<file path="src/rtl/instr_encoder_loader.sv">
// Streams instruction descriptors into instruction memory as encoded RV32I words.
// A one-entry output register holds the pending write, so a new descriptor is taken when it drains.
module instr_encoder_loader #(
  parameter int ADDR_W = 32
) (
  input  logic              clk,
  input  logic              rst,
  input  logic              start,
  input  logic [ADDR_W-1:0] base_addr,
  input  logic              in_valid,
  output logic              in_ready,
  input  logic              in_last,
  input  logic [3:0]        op,
  input  logic [4:0]        rd,
  input  logic [4:0]        rs1,
  input  logic [4:0]        rs2,
  input  logic [31:0]       imm,
  output logic              mem_we,
  input  logic              mem_ready,
  output logic [ADDR_W-1:0] mem_addr,
  output logic [31:0]       mem_wdata,
  output logic              busy,
  output logic              done,
  output logic              err,
  output logic [15:0]       count
);

  localparam logic [1:0] S_IDLE  = 2'd0;
  localparam logic [1:0] S_RUN   = 2'd1;
  localparam logic [1:0] S_DRAIN = 2'd2;

  logic [1:0]        r_state;
  logic [ADDR_W-1:0] r_ptr;
  logic [ADDR_W-1:0] r_mem_addr;
  logic [31:0]       r_mem_wdata;
  logic              r_mem_we;
  logic              r_done;
  logic              r_err;
  logic [15:0]       r_count;

  logic              w_wr_done;
  logic              w_in_ready;
  logic              w_accept;
  logic [ADDR_W-1:0] w_ptr_now;
  logic [ADDR_W-1:0] w_base_aligned;
  logic              w_i_ok;
  logic              w_b_ok;
  logic              w_j_ok;
  logic [31:0]       w_word;
  logic              w_enc_err;

  assign w_wr_done      = r_mem_we && mem_ready;
  assign w_in_ready     = (r_state == S_RUN) && (!r_mem_we || mem_ready);
  assign w_accept       = in_valid && w_in_ready;
  assign w_base_aligned = base_addr & ~(ADDR_W'(3));
  // A write retiring this cycle frees the slot at r_ptr, so the new word lands one word further.
  assign w_ptr_now      = w_wr_done ? r_ptr + ADDR_W'(4) : r_ptr;

  // Immediate fits its field when all bits above the field agree with the field's sign bit.
  assign w_i_ok = (&imm[31:11]) | ~(|imm[31:11]);
  assign w_b_ok = ((&imm[31:12]) | ~(|imm[31:12])) & ~imm[0];
  assign w_j_ok = ((&imm[31:20]) | ~(|imm[31:20])) & ~imm[0];

  always_comb begin
    w_word    = 32'h0000_0013;
    w_enc_err = 1'b0;
    case (op)
      4'd0:  w_word = {7'b0000000, rs2, rs1, 3'b000, rd, 7'b0110011};
      4'd1:  w_word = {7'b0100000, rs2, rs1, 3'b000, rd, 7'b0110011};
      4'd2:  w_word = {7'b0000000, rs2, rs1, 3'b111, rd, 7'b0110011};
      4'd3:  w_word = {7'b0000000, rs2, rs1, 3'b110, rd, 7'b0110011};
      4'd4:  w_word = {7'b0000000, rs2, rs1, 3'b010, rd, 7'b0110011};
      4'd5: begin
        w_word    = {imm[11:0], rs1, 3'b000, rd, 7'b0010011};
        w_enc_err = ~w_i_ok;
      end
      4'd6: begin
        w_word    = {imm[11:0], rs1, 3'b111, rd, 7'b0010011};
        w_enc_err = ~w_i_ok;
      end
      4'd7: begin
        w_word    = {imm[11:0], rs1, 3'b110, rd, 7'b0010011};
        w_enc_err = ~w_i_ok;
      end
      4'd8: begin
        w_word    = {imm[11:0], rs1, 3'b010, rd, 7'b0000011};
        w_enc_err = ~w_i_ok;
      end
      4'd9: begin
        w_word    = {imm[11:5], rs2, rs1, 3'b010, imm[4:0], 7'b0100011};
        w_enc_err = ~w_i_ok;
      end
      4'd10: begin
        w_word    = {imm[12], imm[10:5], rs2, rs1, 3'b000, imm[4:1], imm[11], 7'b1100011};
        w_enc_err = ~w_b_ok;
      end
      4'd11: begin
        w_word    = {imm[20], imm[10:1], imm[11], imm[19:12], rd, 7'b1101111};
        w_enc_err = ~w_j_ok;
      end
      4'd12: begin
        w_word    = {imm[11:0], rs1, 3'b000, rd, 7'b1100111};
        w_enc_err = ~w_i_ok;
      end
      4'd13: begin
        w_word    = {imm[31:12], rd, 7'b0110111};
        w_enc_err = |imm[11:0];
      end
      default: begin
        w_word    = 32'h0000_0013;
        w_enc_err = 1'b1;
      end
    endcase
  end

  always_ff @(posedge clk) begin
    if (rst) begin
      r_state     <= S_IDLE;
      r_ptr       <= '0;
      r_mem_addr  <= '0;
      r_mem_wdata <= '0;
      r_mem_we    <= 1'b0;
      r_done      <= 1'b0;
      r_err       <= 1'b0;
      r_count     <= '0;
    end else begin
      r_done <= 1'b0;
      if (w_wr_done) begin
        r_ptr   <= r_ptr + ADDR_W'(4);
        r_count <= r_count + 16'd1;
      end
      if (w_accept) begin
        r_mem_we    <= 1'b1;
        r_mem_addr  <= w_ptr_now;
        r_mem_wdata <= w_word;
        if (w_enc_err) r_err <= 1'b1;
      end else if (w_wr_done) begin
        r_mem_we <= 1'b0;
      end
      case (r_state)
        S_IDLE: begin
          if (start) begin
            r_state <= S_RUN;
            r_ptr   <= w_base_aligned;
            r_count <= '0;
            r_err   <= 1'b0;
          end
        end
        S_RUN: begin
          if (w_accept && in_last) r_state <= S_DRAIN;
        end
        S_DRAIN: begin
          if (w_wr_done) begin
            r_state <= S_IDLE;
            r_done  <= 1'b1;
          end
        end
        default: r_state <= S_IDLE;
      endcase
    end
  end

  assign in_ready  = w_in_ready;
  assign mem_we    = r_mem_we;
  assign mem_addr  = r_mem_addr;
  assign mem_wdata = r_mem_wdata;
  assign busy      = (r_state != S_IDLE);
  assign done      = r_done;
  assign err       = r_err;
  assign count     = r_count;

endmodule

</file>
<file path="config.mk">
export PLATFORM = sky130hd
export DESIGN_NAME = instr_encoder_loader
export DESIGN_NICKNAME = d
export VERILOG_FILES = /design/src/rtl/instr_encoder_loader.sv
export SDC_FILE = /design/constraint.sdc
export NUM_CORES = 1
export LEC_CHECK = 0
export CAP_MARGIN = 15
export CORE_MARGIN = 5
export CORE_UTILIZATION = 42
export CTS_CLUSTER_SIZE = 30
export DETAILED_ROUTE_END_ITERATION = 10
export PLACE_DENSITY = 0.76
export SLEW_MARGIN = 10
export SYNTH_ARGS = -nofsm -noshare
export SYNTH_HDL_FRONTEND = slang
export SYNTH_SLANG_ARGS = --single-unit
</file>
<file path="constraint.sdc">
create_clock -name clk -period 1.8 [get_ports clk]
set_clock_uncertainty 0.1 [all_clocks]
set_input_delay 0.36 -clock clk [delete_from_list [all_inputs] [get_ports clk]]
set_output_delay 0.36 -clock clk [all_outputs]
set_load 0.005 [all_outputs]
</file>
==> results of run 1 <==
-- layout make-up --
class	count	area (µm²)
tap	172	215
clock inverter	6	90.1
clock buffer	10	239
timing repair buffer	297	2730
antenna	1	2.50
multi-input combinational	517	3360
sequential	112	2280
fill	969	3810
inverter	12	45.0
-- worst max-delay path, stage by stage (launching register included) --
cell	delay, ns
dfxtp_2	0.37
nand4_4	0.10
or3_4	0.41
buf_6	0.14
nor3_4	0.23
buf_4	0.16
nand3_4	0.08
xor2_2	0.25
a211oi_2	0.12
-- worst max-delay path by stage --
stage               cells past startpoint                  from                         to
global route                            7  r_ptr[14]$_SDFF_PP0_       r_ptr[22]$_SDFF_PP0_
finish                                  8  r_ptr[14]$_SDFF_PP0_  mem_addr[24]$_SDFFE_PP0P_
floorplan                               6  r_ptr[15]$_SDFF_PP0_       r_ptr[26]$_SDFF_PP0_
global placement                        8             mem_ready       r_ptr[31]$_SDFF_PP0_
detailed placement                      7             mem_ready       r_ptr[26]$_SDFF_PP0_
CTS                                     6  r_ptr[17]$_SDFF_PP0_  mem_addr[28]$_SDFFE_PP0P_
-- power groups by stage --
stage | Sequential, mW | Clock (mW) | Combinational (mW)
2_1_floorplan | 2.80 | 0 | 0.535
3_3_place_gp | 2.79 | 0 | 1.27
3_5_place_dp | 2.79 | 0 | 1.31
4_1_cts | 2.74 | 2.23 | 1.34
5_1_grt | 2.78 | 2.34 | 1.51
6_report | 2.76 | 2.21 | 1.40
-- layer usage --
layer,GRT usage [%],up-vias
met5,0,-
met4,9.99,0
met3,4.72,60
met2,38.9,293
met1,28.7,2913
li1,-,2988
-- state kept, by name, summed over array words and instances (netlist names) --
register and count:
mem_we 1, mem_wdata 31, mem_addr 30, r_ptr 30, err 1, done 1
count 16, r_state 2
-- what timing repair did --
| action | in CTS | in global routing |
|---|---|---|
| pin swaps | 23 | 35 |
| gates resized for setup | 45 | 68 |
| buffers inserted | 4 | 7 |
| gates cloned | 1 | 0 |
| setup endpoints to repair | 76 | 70 |
-- logic make-up (layout without fill, tap and decap cells) --
group / after synthesis / after routing / synth area share, %
mux: 1 / 1 / 0.181
fa+ha+maj: 2 / 2 / 0.454
simple gates: 305 / 305 / 26.4
buf+inv: 66 / 325 / 4.81
other cells: 1 / 3 / 0.0680
compound gates: 163 / 163 / 20.5
xor+xnor: 44 / 44 / 6.99
flops: 112 / 112 / 40.6
-- cell usage after synthesis, types with 12 or more instances --
| cell | instances |
|---|---|
| nand4_1 | 13 |
| xnor2_1 | 14 |
| nor3_1 | 32 |
| xor2_1 | 30 |
| a22o_1 | 17 |
| nand2_1 | 45 |
| a21oi_1 | 28 |
| clkbuf_1 | 43 |
| nor2_1 | 141 |
| dfxtp_1 | 112 |
| o21ai_0 | 26 |
| and3_1 | 12 |
| a211oi_1 | 59 |
| inv_1 | 12 |
| nand3_1 | 21 |
==> impl_results.md, run 1 <==
- Design Area, Final: 8960 µm²
- H-tree level count: 3
- #FFs+latches synth: 112
- Flop pwr share: 43.3%
- Routed WL: 19.8 mm
- HPWL after detailed placement: 13.9 mm
- Total power: 6.37 mW
- Commonest non-fill, non-tap cell in the layout: clkdlybuf4s50_1
- Core Util, Final: 70.2%
- Hold slack: 0.361 ns
- Critical R2R Launch: r_ptr[14]$_SDFF_PP0_
- Logic pwr share: 22.0%
- Most frequent cells in the layout: 159 x clkdlybuf4s50_1, 133 x nor2_1, 112 x buf_4, 91 x dfxtp_1, 54 x a211oi_1
- First-pass GRT wire length: 30.2 mm
- Final setup TNS: -3.39 ns
- Ys async rst share: 0%
- Power Density: 711 nW/µm²
- Largest net degree at the start of global routing: 93
- Hold crit path type: flip-flop to flip-flop
- Slew Limit Fails: 0
- Cts bufs inserted: 9
- Distinct cells, synth: 55
- I/O Pins: 174
- Initial antenna violation count: 1
- Syn. warnings: 0
- Final setup fails: 28
- Initial DRT Pass Iterations: 5
- Hold_sp: mem_wdata[21]$_SDFFE_PP0P_
- Met2 WL: 9.68 mm
- Hold Fails Final Rpt: 0
- Status: complete, but fails checks
- M1 wire length: 8.00 mm
- FF-to-FF End: mem_addr[24]$_SDFFE_PP0P_
- Failing checks: negative setup slack
- Dominant synthesized flop cell: dfxtp_1
- Share of cells above drive strength 1: 24.2%
- Die width: 125 µm
- Post-synth EDFFs: 0
- VDD IR max: 0.482 mV
- Placed cells: 1098
- Final Wtd Congestion: 0.953
- Dpl ws: -0.611 ns
- Rows: 41
- Sw frac: 27.0%
- Die Y: 125 µm
- Crit-path max FO: 3
- Port Buffers: 169
- Clock sink count: 112
- Nets: 1040
- Mapped Cells: 694
- Wire per inst: 17.5 µm
- WP data arrival: 2.22 ns
- MaxCap Viol Count: 0
- Worst EP required: 1.93 ns
- Residual DRC: 0
- Routed wl met3: 1.38 mm
- CP Capture Type: flip-flop
- Initial Utilization: 43.2%
- Starting DRT DRC Count: 545
- Dpl cell area: 8150 µm²
- Area delta synth->final: 62.4%
- Clock power share: 34.7%
- CTS Hold Bufs: 0
- Max layer used: met4
- Routed Antenna Nets: 0
- Die ar.: 15500 µm²
- Ranking of synthesized cells by area: dfxtp_1 41%, nor2_1 9.6%, a211oi_1 8.0%
- Final Instance Count excl. Fillers: 1127
- CTS clk-pin slew, worst paths: 0.08 ns
- Int Power: 4.65 mW
- Final period utilization: 116%
- All-Layer GR Usage: 23.1%
- Clock insertion delay at the later pin of the skew report: 0.35 ns
- RSZ-0062 raised after global routing: yes
- Sequential fraction of the synthesis area: 40.6%
- CTS tree: done
- Vias in the first global route: 6138
- Post-synth top area cell: dfxtp_1
- Net switching power: 1.72 mW
- Worst Hold Depth: 2
- Pleak: 3.49 nW
- Achievable Freq: 0.477 GHz
- Max Buffers Root-to-Sink: 2
- Root Buffer: clkbuf_16
- Area share of the largest cell type after synthesis: 40.6%
- DR vias/cell: 5.55
- Final worst setup slack: -0.295 ns
- Routed vias: 6254
- Synth Cell Area: 5520 µm²
- Total congestion overflow: 0
- Tmin final: 2.09 ns
- Hold EP: mem_wdata[21]$_SDFFE_PP0P_
- Core area: 12800 µm²
- Setup crit start kind: flip-flop
- Syn Area/Cell: 7.95 µm²
- Crit path kind: flip-flop to flip-flop
- Worst R2R Setup Slack: -0.29 ns
- Worst r2r path cells: 8
No activity file was read; power rests on OpenSTA's default activity.
==> run 2, diff against run 1 <==
--- a/config.mk
+++ b/config.mk
@@ -11,7 +11,7 @@
 export CTS_CLUSTER_SIZE = 30
 export DETAILED_ROUTE_END_ITERATION = 10
 export PLACE_DENSITY = 0.76
-export SLEW_MARGIN = 10
+export SLEW_MARGIN = 20
 export SYNTH_ARGS = -nofsm -noshare
 export SYNTH_HDL_FRONTEND = slang
 export SYNTH_SLANG_ARGS = --single-unit
==> results of run 2 <==
No change in the layout: final DEF, timing and power equal those of run 1.
